### config.mk
export PLATFORM = sky130hd
export DESIGN_NAME = adder_share_sequencer
export DESIGN_NICKNAME = d
export VERILOG_FILES = /design/src/rtl/adder_share_sequencer.sv
export SDC_FILE = /design/constraint.sdc
export NUM_CORES = 1
export LEC_CHECK = 0
export CAP_MARGIN = 0
export CORE_UTILIZATION = 52
export DETAILED_ROUTE_END_ITERATION = 6
export GPL_TIMING_DRIVEN = 0
export PLACE_DENSITY = 0.85
export SLEW_MARGIN = 30
export SYNTH_ARGS = -nofsm -noshare
export SYNTH_HDL_FRONTEND = slang
export SYNTH_SLANG_ARGS = --single-unit
### constraint.sdc
create_clock -name clk -period 8.9 [get_ports clk]
set_clock_uncertainty 0.2 [all_clocks]
set_input_delay 2.225 -clock clk [delete_from_list [all_inputs] [get_ports clk]]
set_output_delay 2.225 -clock clk [all_outputs]
set_load 0.02 [all_outputs]
### src/rtl/adder_share_sequencer.sv
// Shares one SLICE_W-bit adder slice between two requesters, rippling the carry
// through NSLICE passes to form a full-width sum with round-robin arbitration.
module adder_share_sequencer #(
  parameter int unsigned SLICE_W = 4,
  parameter int unsigned NSLICE  = 4
) (
  input  logic                        clk,
  input  logic                        rst,
  input  logic                        req0_valid,
  output logic                        req0_ready,
  input  logic [SLICE_W*NSLICE-1:0]   req0_a,
  input  logic [SLICE_W*NSLICE-1:0]   req0_b,
  input  logic                        req1_valid,
  output logic                        req1_ready,
  input  logic [SLICE_W*NSLICE-1:0]   req1_a,
  input  logic [SLICE_W*NSLICE-1:0]   req1_b,
  output logic                        rsp_valid,
  input  logic                        rsp_ready,
  output logic                        rsp_id,
  output logic [SLICE_W*NSLICE-1:0]   rsp_sum,
  output logic                        rsp_cout
);

  localparam int unsigned W  = SLICE_W * NSLICE;
  localparam int unsigned IW = (NSLICE > 1) ? $clog2(NSLICE) : 1;
  localparam logic [IW-1:0] LAST = IW'(NSLICE - 1);

  typedef enum logic [1:0] {IDLE, ADD, DONE} state_t;

  state_t             state, state_nxt;
  logic               ptr;
  logic               grant0, grant1, accept, id_sel;
  logic [W-1:0]       a_q, b_q, work, work_nxt;
  logic               id_q;
  logic [IW-1:0]      idx;
  logic               carry;
  logic [SLICE_W-1:0] a_sl, b_sl, s;
  logic               c;

  always_comb begin
    grant0     = req0_valid & (~req1_valid | ~ptr);
    grant1     = req1_valid & (~req0_valid | ptr);
    req0_ready = (state == IDLE) & grant0 & ~rst;
    req1_ready = (state == IDLE) & grant1 & ~rst;
    accept     = req0_ready | req1_ready;
    id_sel     = req1_ready;
  end

  // The slice result is merged into a working copy; rsp_sum only updates on the last pass.
  always_comb begin
    a_sl     = a_q[idx*SLICE_W +: SLICE_W];
    b_sl     = b_q[idx*SLICE_W +: SLICE_W];
    {c, s}   = {1'b0, a_sl} + {1'b0, b_sl} + (SLICE_W+1)'(carry);
    work_nxt = work;
    work_nxt[idx*SLICE_W +: SLICE_W] = s;
  end

  always_comb begin
    state_nxt = state;
    case (state)
      IDLE:    if (accept) state_nxt = ADD;
      ADD:     if (idx == LAST) state_nxt = DONE;
      DONE:    if (rsp_ready) state_nxt = IDLE;
      default: state_nxt = IDLE;
    endcase
  end

  always_ff @(posedge clk) begin
    if (rst) state <= IDLE;
    else     state <= state_nxt;
  end

  always_ff @(posedge clk) begin
    if (rst) begin
      ptr      <= 1'b0;
      idx      <= '0;
      carry    <= 1'b0;
      a_q      <= '0;
      b_q      <= '0;
      id_q     <= 1'b0;
      work     <= '0;
      rsp_sum  <= '0;
      rsp_cout <= 1'b0;
      rsp_id   <= 1'b0;
    end else begin
      case (state)
        IDLE: begin
          if (accept) begin
            a_q   <= id_sel ? req1_a : req0_a;
            b_q   <= id_sel ? req1_b : req0_b;
            id_q  <= id_sel;
            ptr   <= ~id_sel;
            carry <= 1'b0;
            idx   <= '0;
            work  <= '0;
          end
        end
        ADD: begin
          carry <= c;
          work  <= work_nxt;
          if (idx == LAST) begin
            rsp_sum  <= work_nxt;
            rsp_cout <= c;
            rsp_id   <= id_q;
          end else begin
            idx <= idx + IW'(1);
          end
        end
        default: ;
      endcase
    end
  end

  assign rsp_valid = (state == DONE);

endmodule
==> impl_metrics.sql <==
INSERT INTO impl_metrics (metric_group, metric, value, unit) VALUES
('floorplan', 'die_w', '83.3', 'µm'),
('setup_path', 'crit_arrival', '4030', 'ps'),
('routing', 'post_route_wl', '9.42', 'mm'),
('global_routing', 'grt_first_pass_wirelength', '15.7', 'mm'),
('logic_synthesis', 'postSynth.topFlopCell', 'dfxtp_1', ''),
('placement', 'placed_area', '4410', 'µm²'),
('routing', 'drc', '0', ''),
('cells_and_area', 'most_frequent_standard_cell_in_the_layout_excluding_fill_and_tap_cells', 'clkdlybuf4s50_1', ''),
('clock_tree', 'cts_made_buffers', '9', ''),
('timing', 'timing.setup.tns', '0', 'ps'),
('global_routing', 'grt_pass1_vias', '3400', ''),
('setup_path', 'critical_path.reg2reg.endpoint', 'work[7]', ''),
('logic_synthesis', 'ys_warn_count', '0', ''),
('floorplan', 'boundaryPins', '90', ''),
('timing', 'fmaxAchievable', '155', 'MHz'),
('timing', 'final_period_minus_worst_setup_slack', '6450', 'ps'),
('global_routing', 'grt_max_degree', '13', ''),
('clock_tree', 'post_cts.resized_instances', '0', ''),
('logic_synthesis', 'postSynthAreaPerCell', '8.97', 'µm²'),
('routing', 'drt-met1-wl', '3.66', 'mm'),
('setup_path', 'worst_flop_to_flop_path_startpoint', 'idx[0]', ''),
('logic_synthesis', 'postSynthCellCount', '383', ''),
('clock_tree', 'clock_path_buffers', '2', ''),
('timing', 'finalHoldViolations', '0', ''),
('timing', 'max_slew_headroom', '44.3', '%'),
('setup_path', 'timing.setup.critical_path_class', 'in -> out', ''),
('floorplan', 'fp-row-count', '29', ''),
('min_path', 'hold-path-endpoint', 'b_q[9]', ''),
('min_path', 'worst_hold_path_cell_count', '2', ''),
('clock_tree', 'clock_sinks', '73', ''),
('routing', 'drt_first_pass_iters', '5', ''),
('setup_path', 'worst-r2r-cell-count', '8', ''),
('routing', 'dr.first_iter.drc_count', '184', ''),
('clock_tree', 'worst_skew_pair.late_latency', '360', 'ps'),
('floorplan', 'initial_utilization', '54.1', '%'),
('power', 'power.density', '182', 'nW/µm²'),
('placement', 'dp.final_hpwl', '6.87', 'mm'),
('logic_synthesis', 'synth.cell_area', '3440', 'µm²'),
('routing', 'antenna_violating_nets_post_route', '0', ''),
('setup_path', 'startpoint_type_of_the_worst_setup_path', 'input port', ''),
('setup_path', 'crit_path_end_kind', 'output port', ''),
('power', 'power.leakage', '1.71', 'nW'),
('placement', 'globalplace.congestion', '0.873', ''),
('timing', 'tightest_slew', '827', 'ps'),
('logic_synthesis', 'synth_sequential_area_ratio', '42.5', '%'),
('run', 'maxCapViolCount', '0', ''),
('global_routing', 'initial_antenna_violation_count', '0', ''),
('clock_tree', 'cts_setup_buffers', '0', ''),
('setup_path', 'critical_path_required', '6480', 'ps'),
('logic_synthesis', 'synth.lib_cells_used.distinct', '42', ''),
('routing', 'route.vias.total', '3305', ''),
('clock_tree', 'h-tree-depth', '3', ''),
('cells_and_area', 'layout.nets', '562', ''),
('cells_and_area', 'post_layout_inst_area', '4670', 'µm²'),
('routing', 'route.met2.wl', '4.77', 'mm'),
('clock_tree', 'clkSlewWorstSetupHoldPaths', '70', 'ps'),
('cells_and_area', 'layout_cells_sized_above_1', '9.03', '%'),
('routing', 'detail_route_met3_wl', '587', 'µm'),
('min_path', 'hp-class', 'reg -> reg', ''),
('run_status', 'status', 'complete, no violations', ''),
('setup_path', 'regToRegSetupSlack', '5230', 'ps'),
('routing', 'highest_layer', 'met4', ''),
('routing', 'routedWlPerCell', '16.7', 'µm'),
('cells_and_area', 'nFillCells', '474', ''),
('placement', 'buffer_ports.inserted', '88', ''),
('timing', 'timing.final.crit_share', '72.5', '%'),
('cells_and_area', 'layout-area-overhead-vs-synth', '35.8', '%'),
('setup_path', 'critPathMaxFanout', '10', ''),
('timing', 'setup_viol', '0', ''),
('logic_synthesis', 'edff_count_synth', '0', ''),
('floorplan', 'core_region_area', '6350', 'µm²');
==> metal layers <==
metal	up-vias	global-route usage, %
met5	-	0
met4	0	18.5
met3	32	5.96
met2	131	50.4
met1	1542	32.3
li1	1600	-
==> stage by stage <==
stage	utilization [%]	total power [mW]	hold WS (ps)	setup slack [ps]	cells
finish	73.5	0.850	259	2450	564
detailed placement	69.5	0.526	247	2500	548
floorplan	-	0.459	232	3440	383
CTS	73.5	0.848	257	2470	564
global route	73.5	0.882	273	2410	564
global placement	69.5	0.520	239	2520	548
==> how the worst max path moves through the flow <==
stage          cells after the start  slack [ps]        from    endpoint
3_5_place_dp                       6        2500  req0_valid  req1_ready
2_1_floorplan                      5        3440         rst  req0_ready
3_3_place_gp                       6        2520  req0_valid  req1_ready
4_1_cts                            6        2470  req0_valid  req1_ready
5_1_grt                            6        2410  req0_valid  req1_ready
6_report                           6        2450  req0_valid  req1_ready
==> cells by family (layout without fill, tap and decap cells) <==
logic type               after synthesis  after routing  share of synthesized area, %
multiplexers                          11             11                          6.12
AND/OR/NAND/NOR                      119            119                          16.2
adder cells (fa/ha/maj)               11             11                          4.44
buffers and inverters                 35            139                          4.92
AO/OA/AOI/OAI                        133            133                          25.5
XOR/XNOR                               1              1                         0.255
flip-flops                            73             73                          42.5
==> final cells by class <==
type                       count  area, µm²  area share (%)
timing repair buffer          88        881            18.9
buffer                        27        139            2.98
multi-input combinational    275       1810            38.7
tap                           77       96.3            2.06
clock buffer                  12        155            3.32
inverter                       8       30.0           0.643
sequential                    73       1460            31.3
clock inverter                 4       98.8            2.12
==> report_power, final <==
group          total (mW)  internal (mW)  switching [mW]
Sequential          0.353          0.343          0.0106
Combinational       0.167         0.0773          0.0901
Clock               0.329          0.202           0.127
==> critical path: stages <==
cell and delay, ps:
clkdlybuf4s50_1 460, nand2b_1 110, nand3_2 220, inv_2 120, buf_2 230, clkdlybuf4s50_1 650
==> cell usage after synthesis, types with 2 or more instances <==
| cell type | n | share of area, % |
|---|---|---|
| and2_1 | 3 | 0.55 |
| nor2_1 | 32 | 3.5 |
| nand2b_1 | 3 | 0.55 |
| a211oi_1 | 12 | 2.6 |
| a22oi_1 | 29 | 6.3 |
| or3_1 | 2 | 0.36 |
| nand3_1 | 6 | 0.87 |
| a21oi_1 | 43 | 6.3 |
| a2bb2oi_1 | 9 | 2.3 |
| a41oi_1 | 2 | 0.51 |
| a221oi_1 | 4 | 1.0 |
| clkbuf_1 | 11 | 1.2 |
| ha_1 | 9 | 3.3 |
| o211ai_1 | 8 | 1.7 |
| nor2b_1 | 14 | 2.5 |
| buf_2 | 9 | 1.3 |
| buf_4 | 5 | 1.1 |
| a31oi_1 | 6 | 1.1 |
| nand3b_1 | 3 | 0.66 |
| and3_1 | 2 | 0.36 |
| mux4_2 | 8 | 5.2 |
| a21o_1 | 2 | 0.44 |
| o31ai_1 | 3 | 0.66 |
| fa_1 | 2 | 1.2 |
| nor3_1 | 6 | 0.87 |
| nor3b_1 | 2 | 0.44 |
| nand2_1 | 42 | 4.6 |
| inv_1 | 7 | 0.76 |
| o21ai_0 | 12 | 1.7 |
| mux2i_1 | 3 | 0.87 |
| dfxtp_1 | 73 | 43 |
==> flip-flops by register name, summed over array words and instances (netlist names) <==
name      cells
a_q          16
b_q          16
carry         1
id_q          1
idx           2
ptr           1
rsp_cout      1
rsp_id        1
rsp_sum      16
state         2
work         16
Note: power is estimated with default switching activity, not from simulation.
